--- src/rtl/systolic_seq_pkg.sv ---
// Shared types and helpers for the systolic array sequencer.
package systolic_pkg;

  typedef enum logic [1:0] {
    OP_LOAD_C  = 2'd0,
    OP_COMPUTE = 2'd1,
    OP_NOP2    = 2'd2,
    OP_NOP3    = 2'd3
  } op_e;

  typedef enum logic [2:0] {
    S_IDLE   = 3'd0,
    S_LOADC  = 3'd1,
    S_CLEAR  = 3'd2,
    S_STREAM = 3'd3,
    S_FIN    = 3'd4
  } state_e;

  // Operands of a DIM-wide skewed wavefront need 3*DIM-2 cycles to drain.
  function automatic int unsigned stream_len(input int unsigned dim);
    return 3 * dim - 2;
  endfunction

endpackage

--- src/rtl/systolic_seq_counter.sv ---
// Loadable up-counter with terminal-count flag; wraps to zero after LAST.
module seq_counter #(
  parameter int           W    = 4,
  parameter logic [W-1:0] LAST = '1
) (
  input  logic         clk,
  input  logic         rst_n,
  input  logic         load,
  input  logic [W-1:0] load_val,
  input  logic         en,
  output logic [W-1:0] count_nxt,
  output logic         tc
);

  logic [W-1:0] count;

  assign tc = (count == LAST);

  always_comb begin
    count_nxt = count;
    if (load)    count_nxt = load_val;
    else if (en) count_nxt = tc ? '0 : count + W'(1);
  end

  // NOTE: sequential state is updated only with non-blocking assignments.
  always_ff @(posedge clk or negedge rst_n) begin
    if (!rst_n) count <= '0;
    else        count <= count_nxt;
  end

endmodule

--- src/rtl/systolic_seq.sv ---
// Command sequencer for a DIM x DIM systolic MAC array.
// Optional auto-clear of C before COMPUTE: define SYSTOLIC_SEQ_AUTO_CLEAR_EN.
module systolic_seq
  import systolic_pkg::*;
#(
  parameter int DIM   = 8,
  parameter int CNT_W = $clog2(3 * DIM)
) (
  input  logic                   clk,
  input  logic                   rst_n,
  input  logic                   cmd_valid,
  output logic                   cmd_ready,
  input  logic [1:0]             cmd_op,
  input  logic [$clog2(DIM)-1:0] cmd_row,
  output logic                   arr_en,
  output logic [DIM-1:0]         arr_wren,
  output logic                   c_zero,
  output logic [CNT_W-1:0]       feed_idx,
  output logic                   feed_valid,
  output logic                   busy,
  output logic                   done
);

  localparam int ROW_W = $clog2(DIM);

  localparam logic [2:0] ST_IDLE   = S_IDLE;
  localparam logic [2:0] ST_LOADC  = S_LOADC;
`ifdef SYSTOLIC_SEQ_AUTO_CLEAR_EN
  localparam logic [2:0] ST_CLEAR  = S_CLEAR;
`endif
  localparam logic [2:0] ST_STREAM = S_STREAM;
  localparam logic [2:0] ST_FIN    = S_FIN;

  localparam logic [CNT_W-1:0] LAST = CNT_W'(stream_len(DIM) - 1);

  logic [2:0]       state_q, state_d;
  logic [DIM-1:0]   row_onehot, wren_d;
  logic [CNT_W-1:0] cnt_nxt, feed_idx_d;
  logic             cnt_tc;

  seq_counter #(
    .W    (CNT_W),
    .LAST (LAST)
  ) u_cnt (
    .clk       (clk),
    .rst_n     (rst_n),
    .load      (state_q != ST_STREAM),
    .load_val  ('0),
    .en        (state_q == ST_STREAM),
    .count_nxt (cnt_nxt),
    .tc        (cnt_tc)
  );

  // Rows beyond DIM-1 (non power-of-two DIM) decode to no write at all.
  always_comb begin
    row_onehot = '0;
    for (int i = 0; i < DIM; i++) row_onehot[i] = (cmd_row == ROW_W'(i));
  end

  always_comb begin
    state_d = state_q;
    case (state_q)
      ST_IDLE:
        if (cmd_valid) begin
          case (op_e'(cmd_op))
            OP_LOAD_C:  state_d = ST_LOADC;
`ifdef SYSTOLIC_SEQ_AUTO_CLEAR_EN
            OP_COMPUTE: state_d = ST_CLEAR;
`else
            OP_COMPUTE: state_d = ST_STREAM;
`endif
            default:    state_d = ST_FIN;
          endcase
        end
      ST_LOADC:  state_d = ST_FIN;
`ifdef SYSTOLIC_SEQ_AUTO_CLEAR_EN
      ST_CLEAR:  state_d = ST_STREAM;
`endif
      ST_STREAM: if (cnt_tc) state_d = ST_FIN;
      default:   state_d = ST_IDLE;
    endcase
  end

  // Strobes are decoded from the next state so they appear with the state.
  always_comb begin
    wren_d = '0;
    if (state_d == ST_LOADC) wren_d = row_onehot;
`ifdef SYSTOLIC_SEQ_AUTO_CLEAR_EN
    if (state_d == ST_CLEAR) wren_d = '1;
`endif
    feed_idx_d = (state_d == ST_STREAM) ? cnt_nxt : '0;
  end

  always_ff @(posedge clk or negedge rst_n) begin
    if (!rst_n) begin
      state_q    <= ST_IDLE;
      cmd_ready  <= 1'b1;
      busy       <= 1'b0;
      done       <= 1'b0;
      arr_en     <= 1'b0;
      arr_wren   <= '0;
      feed_idx   <= '0;
      feed_valid <= 1'b0;
    end else begin
      state_q    <= state_d;
      cmd_ready  <= (state_d == ST_IDLE);
      busy       <= (state_d != ST_IDLE);
      done       <= (state_d == ST_FIN);
      arr_en     <= (state_d == ST_STREAM);
      arr_wren   <= wren_d;
      feed_idx   <= feed_idx_d;
      feed_valid <= (state_d == ST_STREAM) && (feed_idx_d < CNT_W'(DIM));
    end
  end

`ifdef SYSTOLIC_SEQ_AUTO_CLEAR_EN
  always_ff @(posedge clk or negedge rst_n) begin
    if (!rst_n) c_zero <= 1'b0;
    else        c_zero <= (state_d == ST_CLEAR);
  end
`else
  assign c_zero = 1'b0;
`endif

endmodule

--- config.mk ---
export PLATFORM = sky130hd
export DESIGN_NAME = systolic_seq
export DESIGN_NICKNAME = d
export VERILOG_FILES = /design/src/rtl/systolic_seq_pkg.sv /design/src/rtl/systolic_seq_counter.sv /design/src/rtl/systolic_seq.sv
export SDC_FILE = /design/constraint.sdc
export NUM_CORES = 1
export LEC_CHECK = 0
export CAP_MARGIN = 40
export CELL_PAD_IN_SITES_DETAIL_PLACEMENT = 1
export CELL_PAD_IN_SITES_GLOBAL_PLACEMENT = 1
export CORE_AREA = 2 2 64 54
export DETAILED_ROUTE_END_ITERATION = 12
export DIE_AREA = 0 0 66 56
export GPL_TIMING_DRIVEN = 1
export PLACE_DENSITY = 0.77
export SLEW_MARGIN = 40
export SYNTH_ARGS = -nofsm -noshare
export SYNTH_HDL_FRONTEND = slang
export SYNTH_SLANG_ARGS = --single-unit
--- constraint.sdc ---
create_clock -name clk -period 1.7 [get_ports clk]
set_input_delay 0.34 -clock clk [delete_from_list [all_inputs] [get_ports clk]]
set_output_delay 0.34 -clock clk [all_outputs]
set_load 0.01 [all_outputs]
## Word level (Yosys, flattened, before mapping)

Index checks and enable logic that the tools add are counted.

| storage, ports and cells | value |
|---|---|
| register bits | 26 |
| latch bits | 0 |
| bits in writable memories | 0 |
| memory bits (read-only) | 0 |
| input bits | 8 |
| output and inout port bits | 19 |
| logic and storage cells | 41 |
| memories | 0 |

| operators by class | value |
|---|---|
| add/subtract/negate cells | 1 |
| multiply operators | 0 |
| div/mod/pow operators | 0 |
| $lt $le $gt $ge | 1 |
| eq/ne operators | 15 |
| shifts and indexed selects | 0 |
| mux-type cells | 9 |
| bitwise logic cells | 0 |
| reduce and logical (&&, ||, !) cells | 6 |

Operators by type and width:

| cell | count |
|---|---|
| $mux W5 | 4 |
| $eq A3 B3 Y1 const B | 5 |
| $eq A3 B2 Y1 const B | 4 |
| $eq A3 B1 Y1 const B | 3 |
| $logic_not A3 Y1 | 3 |
| $pmux W3 S3 | 1 |
| $mux W8 | 1 |
| $mux W3 | 2 |
| $pmux W3 S2 | 1 |
| $add A5 B1 Y5 const B | 1 |
| $eq A5 B5 Y1 const B | 1 |
| $lt A5 B4 Y1 const B | 1 |
| $ne A3 B2 Y1 const B | 1 |
| $reduce_bool A3 Y1 | 1 |
| $eq A2 B1 Y1 const B | 1 |
| $logic_not A2 Y1 | 1 |
| $logic_and A1 B1 Y1 | 1 |

## Logic depth before layout (Yosys ltp)

Gate-level depths: netlist of the first run.

| depth | value |
|---|---|
| depth after elaboration | 8 |
| depth in mapped cells | 7 |
| depth with buffers taken out | 5 |

## Modules after synthesis

From an unflattened synthesis of the first run, not the netlist that was laid out.

| unflattened totals | value |
|---|---|
| cell total of the unflattened synthesis | 114 |
| area total of the unflattened synthesis | 1224.9 µm² |

By module, submodules not included:

| module | instances | cells each | area an instance (µm²) | seq. area each (µm²) |
|---|---|---|---|---|
| systolic_seq | 1 | 79 | 900.9 | 526.8 |
| seq_counter | 1 | 35 | 324.1 | 125.1 |

## Least setup slack after synthesis of the first run

OpenSTA, ideal clock, no wires.

| path | value |
|---|---|
| kind | register to register |
| from | register u_cnt.count[0] |
| to | register u_cnt.count[3] |
| arrival time | 1.473 ns |
| required time | 1.631 ns |
| path slack | 0.158 ns |
| stages on the path, launching flop included | 7 |
| buffers on the path | 2 |
| cell sequence | dfrtp_1 -> ha_1 -> and4b_1 -> or3_1 -> buf_2 -> buf_6 -> nor2_2 |

| between the ends | value |
|---|---|
| word-level cells in the longest chain between the ends | 4 |
| elaborated cells on any way between the ends | 5 |
| those cells by class | add/sub (1); eq/ne (1); mux (3) |

Ends and longest elaborated chain:

| item | line | source |
|---|---|---|
| from (decl) | systolic_seq_counter.sv:15 | `logic [W-1:0] count;` |
| from (signal assigned) | systolic_seq_counter.sv:28 | `else count <= count_nxt;` |
| $add A5 B1 Y5 or $eq A5 B5 Y1 (tied branches) | systolic_seq_counter.sv:22, systolic_seq_counter.sv:17 |  |
| $mux W5 * (2 in a row) | systolic_seq_counter.sv:22 | `else if (en) count_nxt = tc ? '0 : count + W'(1);` |
| $mux W5 * | systolic_seq_counter.sv:21 | `if (load) count_nxt = load_val;` |
| net cnt_nxt[3] | systolic_seq.sv:38 | `logic [CNT_W-1:0] cnt_nxt, feed_idx_d;` |

The timed path passes the listed nets; every way through them passes the cells marked *.

## Final worst setup path of the first run

| path | value |
|---|---|
| from | register cmd_ready |
| to | output cmd_ready |

RTL lines:

| item | line | source |
|---|---|---|
| from (decl) | systolic_seq.sv:12 | `output logic cmd_ready,` |
| from (signal assigned) | systolic_seq.sv:106 | `cmd_ready <= (state_d == ST_IDLE);` |

No word-level cell between the ends.

==> impl_results.md, run 1 <==
* H-tree depth reported by CTS at 1
* Initial standard-cell utilization of the core at 0.338
* Final number of setup-violating endpoints at 0
* DRC viols at 0
* Die outline height at 56 µm
* Insertion delay of the later-clocked pin in the worst-skew pair at 0.26 ns
* Synth warnings at 0
* Pre-antenna DRT Iters at 3
* Initial antenna violation count at 0
* Number of hold-repair buffers added at the cts stage at 0
* Worst hold slack at 0.435 ns
* Instance count on the critical path at 1
* Detailed placement HPWL at 1500 µm
* First-pass GRT wire length at 3410 µm
* Final weighted congestion of routability-driven global placement at 0.748
* Library cell with the largest summed area after synthesis: dfrtp_1
* Setup repair bufs after CTS at 0
* Post-route ant nets at 0
* Critical Path Fanout Max at 1
* Cell types with the largest area share after synthesis: dfrtp_1 61%, nor2_1 4.4%, nor4b_2 2.9%
* Die Outline Area at 3700 µm²
* Nets@finish at 123
* Leak at 0.635 nW
* Antenna diode instance count at 0
* Launch point of the worst path: cmd_ready$_DFF_PN1_
* Type of the worst setup path: register to primary output
* Post-synthesis net count at 92
* Share of layout cells above drive strength 1 at 0.143
* Maximum number of pins on one net before global-route repair at 27
* Number of enable flip-flop cells after synthesis at 0
* Core ar. at 3020 µm²
* Sequential share of power at 0.520
* CP peak stage delay at 0.52 ns
* Area fraction of the dominant cell type after synthesis at 0.613
* Post-synthesis cell count at 82
* Number of library cell types mapped by synthesis at 31
* Switching power as a share of total power at 0.197
* Critical register-to-register path startpoint: u_cnt.count[0]$_DFF_PN0_
* Total congestion overflow at 0
* Root buffer cell: clkbuf_8
* Post-route setup TNS at 0 ns
* Seq cells post-synth at 26
* Final core utilization at 0.466
* Clock network fraction of total power at 0.384
* Logic pwr share at 0.096
* Layout Skew at 0.00890 ns
* F_max at 607 MHz
* Final Critical Period at 1.65 ns
* Total of buffers placed on input and output ports at 25
* Mean area per synthesized cell at 12.5 µm²
* Die Width at 66 µm
* P per Cell Area at 908 nW/µm²
* Top Family by Delay on Critical Path: flip-flops
* Number of CTS-inserted buffers at 3
* Fraction of synthesis flops using an asynchronous set or reset pin at 1.00
* Switching component of the power at 0.000251 W
* Final Max Tran Viols at 0
* Clock tree buffer depth at 2
* CTS tree: yes
* Internal power at 0.00103 W
* Peak supply drop at 629 µV
* Design Power at 0.00128 W
* Commonest register cell after synthesis: dfrtp_1
* Kind of capture point of the worst setup path: primary output
* Area Growth Syn to Fin at 37.9%
* Critical-path cell with the highest stage delay: dfstp_2
* Logic depth of the worst register-to-register path at 5
* Min-Delay Path Class: input port to async pin
* End of the worst register-to-register path: u_cnt.count[4]$_DFF_PN0_
* Worst-case register-to-register setup slack at 0.08 ns
* Boundary pin count at 27
* Fraction of the cycle the final worst path needs at 0.969
* Max Cap Viol at 0
* Number of DRC markers in iteration 0 at 43
* Via count at 686
* Clock input transition at the sequential cells of the worst setup and hold paths at 0.09 ns
* Row count at 18
* CP startpoint kind: register
* TritonCTS Sinks at 26
* Number of global-route vias before repair at 748
* Final hold vios at 0
* Termination of the worst setup path: cmd_ready
* GRT Overall Usage at 0.121
* Portion of the post-synthesis area used by sequential elements at 0.638
* Final critical-path setup slack at 0.0530 ns
* Number of cells upsized or downsized after cts at 0
* Wirelength per Cell at 12.5 µm
* Outcome: finished clean
* Crit path arrival time at 1.31 ns
* Ratio of routed vias to standard cells at 4.51
* Detailed-route wire length at 1890 µm
* Cell area after technology mapping at 1020 µm²
* Endpoint required time on the critical path at 1.36 ns
* Setup WS pre-CTS at -0.172 ns
* Crit path cell chain: clkdlybuf4s50_1
* Buffering stage count on the worst path with inverters included at 1
## metal layers
layer | part of all wire | global-route usage | vias to the layer above | routed length (µm)
met4 | 0.014 | 0.0437 | 0 | 27
met2 | 0.52 | 0.201 | 13 | 982
met1 | 0.44 | 0.150 | 339 | 835
met3 | 0.026 | 0.0304 | 2 | 49
met5 | 0 | 0 | - | 0
li1 | - | - | 332 | -
## cells in the mapped netlist, types with 2 or more instances
cell / count
dfrtp_1: 25
nor2_1: 12
nand2_1: 5
nand3_1: 3
nor3_1: 3
nor3b_1: 3
a21oi_1: 2
and3b_1: 2
ha_1: 2
nor2_2: 2
nor4b_2: 2
xor2_1: 2
## worst min-delay path by stage
stage,slack (ns),start,end
after global placement,0.49,u_cnt.count[0]$_DFF_PN0_,u_cnt.count[0]$_DFF_PN0_
after detailed placement,0.50,u_cnt.count[0]$_DFF_PN0_,u_cnt.count[0]$_DFF_PN0_
after CTS,0.45,rst_n,busy$_DFF_PN0_
final,0.43,rst_n,busy$_DFF_PN0_
after floorplan,0.04,rst_n,arr_en$_DFF_PN0_
after global routing,0.48,rst_n,done$_DFF_PN0_
## cell usage in the layout (no fill, tap or decap), types with 3 or more instances in the layout
cell,Yosys,final
dfrtp_1,25,25
clkdlybuf4s50_1,0,25
nor2_1,12,12
nand2_1,5,5
buf_4,1,4
nor3_1,3,3
nor3b_1,3,3
nand3_1,3,3
clkbuf_8,0,3
## through the flow
stage	std cells	cell area (µm²)
4_1_cts	152	1400
5_1_grt	152	1410
2_1_floorplan	82	1020
3_5_place_dp	148	1330
3_3_place_gp	148	1330
6_report	152	1410
## power groups by stage
| stage | sequential, W | clock, W | combinational (W) |
|---|---|---|---|
| finish | 0.000664 | 0.000491 | 0.000123 |
| CTS | 0.000664 | 0.000505 | 0.000123 |
| detailed placement | 0.000676 | 0 | 0.000122 |
| global route | 0.000668 | 0.000538 | 0.000136 |
| floorplan | 0.000681 | 0 | 0.0000352 |
| global placement | 0.000675 | 0 | 0.000118 |
## cells by family after synthesis
group / synth area share
buffers and inverters: 0.0270
and+or+nand+nor: 0.251
other: 0.00367
xor gates and xnor gates: 0.0257
DFF: 0.638
adders and majority gates: 0.0245
AOI/OAI and AO/OA: 0.0294
## area by class of cell
type / count / area [µm²]
Clock buffer: 3 / 41.3
Clock inverter: 1 / 30.0
Fill cell: 326 / 1610
Inverter: 1 / 3.75
Multi-Input combinational cell: 52 / 350
Sequential cell: 26 / 652
Tap cell: 40 / 50.0
Timing Repair Buffer: 29 / 280
## state kept, by name, indices dropped and copies added (netlist names), 3 cells and up
name,count
arr_wren,8
state_q,3
u_cnt.count,5
feed_idx,5
## worst reg2reg max path: stages (launching register included)
cell and delay (ns):
dfrtp_1 0.43, ha_1 0.21, and4b_1 0.21, or3_1 0.41, buf_4 0.19, nor2_1 0.11
(Power assumes the default switching activity.)
==> run 2, diff against run 1 <==
Settings changed: CORE_AREA 2 2 64 54 to 2 2 48 72, DIE_AREA 0 0 66 56 to 0 0 50 74, PLACE_DENSITY 0.77 to 0.76.
==> impl_results.md, run 2 (synthesis gave the netlist of run 1 again) <==
* Outcome: finished clean (unchanged)
* Die Width at 50 µm (was 66 µm)
* Final number of setup-violating endpoints at 0 (unchanged)
* TritonCTS Sinks at 26 (unchanged)
* Max reg flops at 8 (unchanged)
* First-pass GRT wire length at 3380 µm (was 3410 µm)
* Kind of capture point of the worst setup path: primary output (unchanged)
* Top Family by Delay on Critical Path: buffers and inverters (was flip-flops)
* Registers with the most flip-flops: arr_wren: 8 flops, feed_idx: 5 flops, u_cnt.count: 5 flops (unchanged)
* Post-route ant nets at 0 (unchanged)
* Max Cap Viol at 0 (unchanged)
* Setup repair bufs after CTS at 0 (unchanged)
* Layout fillers at 340 (was 326)
* Leak at 0.617 nW (was 0.635 nW)
* Nets@finish at 122 (was 123)
* Min-Delay Path Class: input port to async pin (unchanged)
* Clock input transition at the sequential cells of the worst setup and hold paths at 0.09 ns (about the same)
* Number of cells upsized or downsized after cts at 0 (unchanged)
* Final weighted congestion of routability-driven global placement at 0.714 (was 0.748)
* Critical-path cell with the highest stage delay: clkdlybuf4s50_1 (was dfstp_2)
* Final Max Tran Viols at 0 (unchanged)
* Crit path arrival time at 1.31 ns (about the same)
* Initial standard-cell utilization of the core at 0.330 (was 0.338)
* GRT Overall Usage at 0.120 (was 0.121)
* Type of the worst setup path: register to primary output (unchanged)
* Number of DRC markers in iteration 0 at 7 (was 43)
* Root buffer cell: clkbuf_8 (unchanged)
* Final core utilization at 0.442 (was 0.466)
* Ratio of routed vias to standard cells at 4.61 (was 4.51)
* Setup WS pre-CTS at -0.166 ns (was -0.172 ns)
* Peak supply drop at 480 µV (was 629 µV)
* Final instance count without filler cells at 151 (was 152)
* Final hold vios at 0 (unchanged)
* Core ar. at 3100 µm² (was 3020 µm²)
* Layout Skew at 0.00827 ns (was 0.00890 ns)
* Number of CTS-inserted buffers at 3 (unchanged)
* # placed instances at 147 (was 148)
* Insertion delay of the later-clocked pin in the worst-skew pair at 0.27 ns (was 0.26 ns)
* Clock tree buffer depth at 2 (unchanged)
* Endpoint required time on the critical path at 1.36 ns (about the same)
* Top register by number of flip-flops: arr_wren (unchanged)
* P per Cell Area at 822 nW/µm² (was 908 nW/µm²)
* Total of buffers placed on input and output ports at 25 (unchanged)
* Logic depth of the worst register-to-register path at 5 (unchanged)
* Row count at 25 (was 18)
* End of the worst register-to-register path: feed_idx[1]$_DFF_PN0_ (was u_cnt.count[4]$_DFF_PN0_)
* Wirelength per Cell at 13.5 µm (was 12.5 µm)
* CTS tree: yes (unchanged)
* Maximum number of pins on one net before global-route repair at 27 (unchanged)
* Final critical-path setup slack at 0.0507 ns (was 0.0530 ns)
* Die Outline Area at 3700 µm² (about the same)
* Boundary pin count at 27 (unchanged)
* Area Growth Syn to Fin at 34.1% (was 37.9%)
* RSZ-0062 raised after global routing: true
* Total congestion overflow at 0 (unchanged)
* Initial antenna violation count at 0 (unchanged)
* DRC viols at 0 (unchanged)
* Buffering stage count on the worst path with inverters included at 1 (unchanged)
* Share of layout cells above drive strength 1 at 0.126 (was 0.143)
* Detailed-route wire length at 2040 µm (was 1890 µm)
* Number of hold-repair buffers added at the cts stage at 0 (unchanged)
* Final Critical Period at 1.65 ns (about the same)
* Die outline height at 74 µm (was 56 µm)
* CP startpoint kind: register (unchanged)
* Pre-antenna DRT Iters at 2 (was 3)
* Via count at 696 (was 686)
* F_max at 606 MHz (was 607 MHz)
* Critical Path Fanout Max at 1 (unchanged)
* Most frequent cells in the layout: 25 x dfrtp_1, 25 x clkdlybuf4s50_1, 12 x nor2_1 (unchanged)
* Critical register-to-register path startpoint: u_cnt.count[0]$_DFF_PN0_ (unchanged)
* Worst-case register-to-register setup slack at 0.08 ns (about the same)
* Antenna diode instance count at 0 (unchanged)
* Number of global-route vias before repair at 733 (was 748)
* Fraction of the cycle the final worst path needs at 0.970 (was 0.969)
* Detailed placement HPWL at 1540 µm (was 1500 µm)
* H-tree depth reported by CTS at 1 (unchanged)
* Crit path cell chain: clkdlybuf4s50_1 (unchanged)
* CP peak stage delay at 0.53 ns (was 0.52 ns)
* Post-route setup TNS at 0 ns (unchanged)
[run 2: changes by cell type in the layout (fill, tap and decap cells not counted), sizes merged]
cell	previous run	this run
buf	4	3
bufinv	1	0
clkbuf	3	4
[run 2: worst max-delay path by stage]
| stage | from | endpoint | cells after the start |
|---|---|---|---|
| global route | u_cnt.count[0]$_DFF_PN0_ | u_cnt.count[0]$_DFF_PN0_ | 5 |
| floorplan | u_cnt.count[0]$_DFF_PN0_ | u_cnt.count[3]$_DFF_PN0_ | 6 |
| detailed placement | cmd_valid | arr_wren[0]$_DFF_PN0_ | 4 |
| finish | cmd_ready$_DFF_PN1_ | cmd_ready | 1 |
| CTS | cmd_ready$_DFF_PN1_ | cmd_ready | 1 |
| global placement | cmd_op[1] | arr_wren[0]$_DFF_PN0_ | 4 |
[run 2: layout make-up]
class	instances	area, µm²	area share
sequential	26	652	0.476
clock buffer	4	45.0	0.0329
multi-input combinational	52	342	0.250
inverter	1	3.75	0.00274
tap	40	50.0	0.0366
timing repair buffer	28	277	0.202
[run 2: layer usage]
layer | global-route usage | routed length [µm] | share of wire
met5 | 0 | 0 | 0
met4 | 0.0463 | 27 | 0.013
met3 | 0.0141 | 69 | 0.034
met2 | 0.219 | 1130 | 0.55
met1 | 0.143 | 817 | 0.40
[run 2: metrics by stage]
stage	area (µm²)	hold WS [ns]	power (W)
final	1370	0.428	0.00112
after global routing	1370	0.453	0.00118
after CTS	1370	0.440	0.00114
after detailed placement	1320	0.521	0.000794
after global placement	1320	0.502	0.000788
after floorplan	1020	0.0444	0.000716
[run 2: worst register-to-register path, stage by stage, from the launching register on]
cell     delay, ns
dfrtp_1       0.43
ha_1          0.21
and4b_1       0.21
or3_1         0.39
buf_6         0.17
nor2_1        0.13
[run 2: where the power goes]
part	switching [W]	total (W)	leakage [nW]	internal (W)
sequential	0.0000181	0.000663	0.354	0.000645
combinational	0.0000533	0.000117	0.241	0.0000634
clock	0.000178	0.000345	0.0228	0.000167
total	0.000249	0.00112	0.617	0.000876
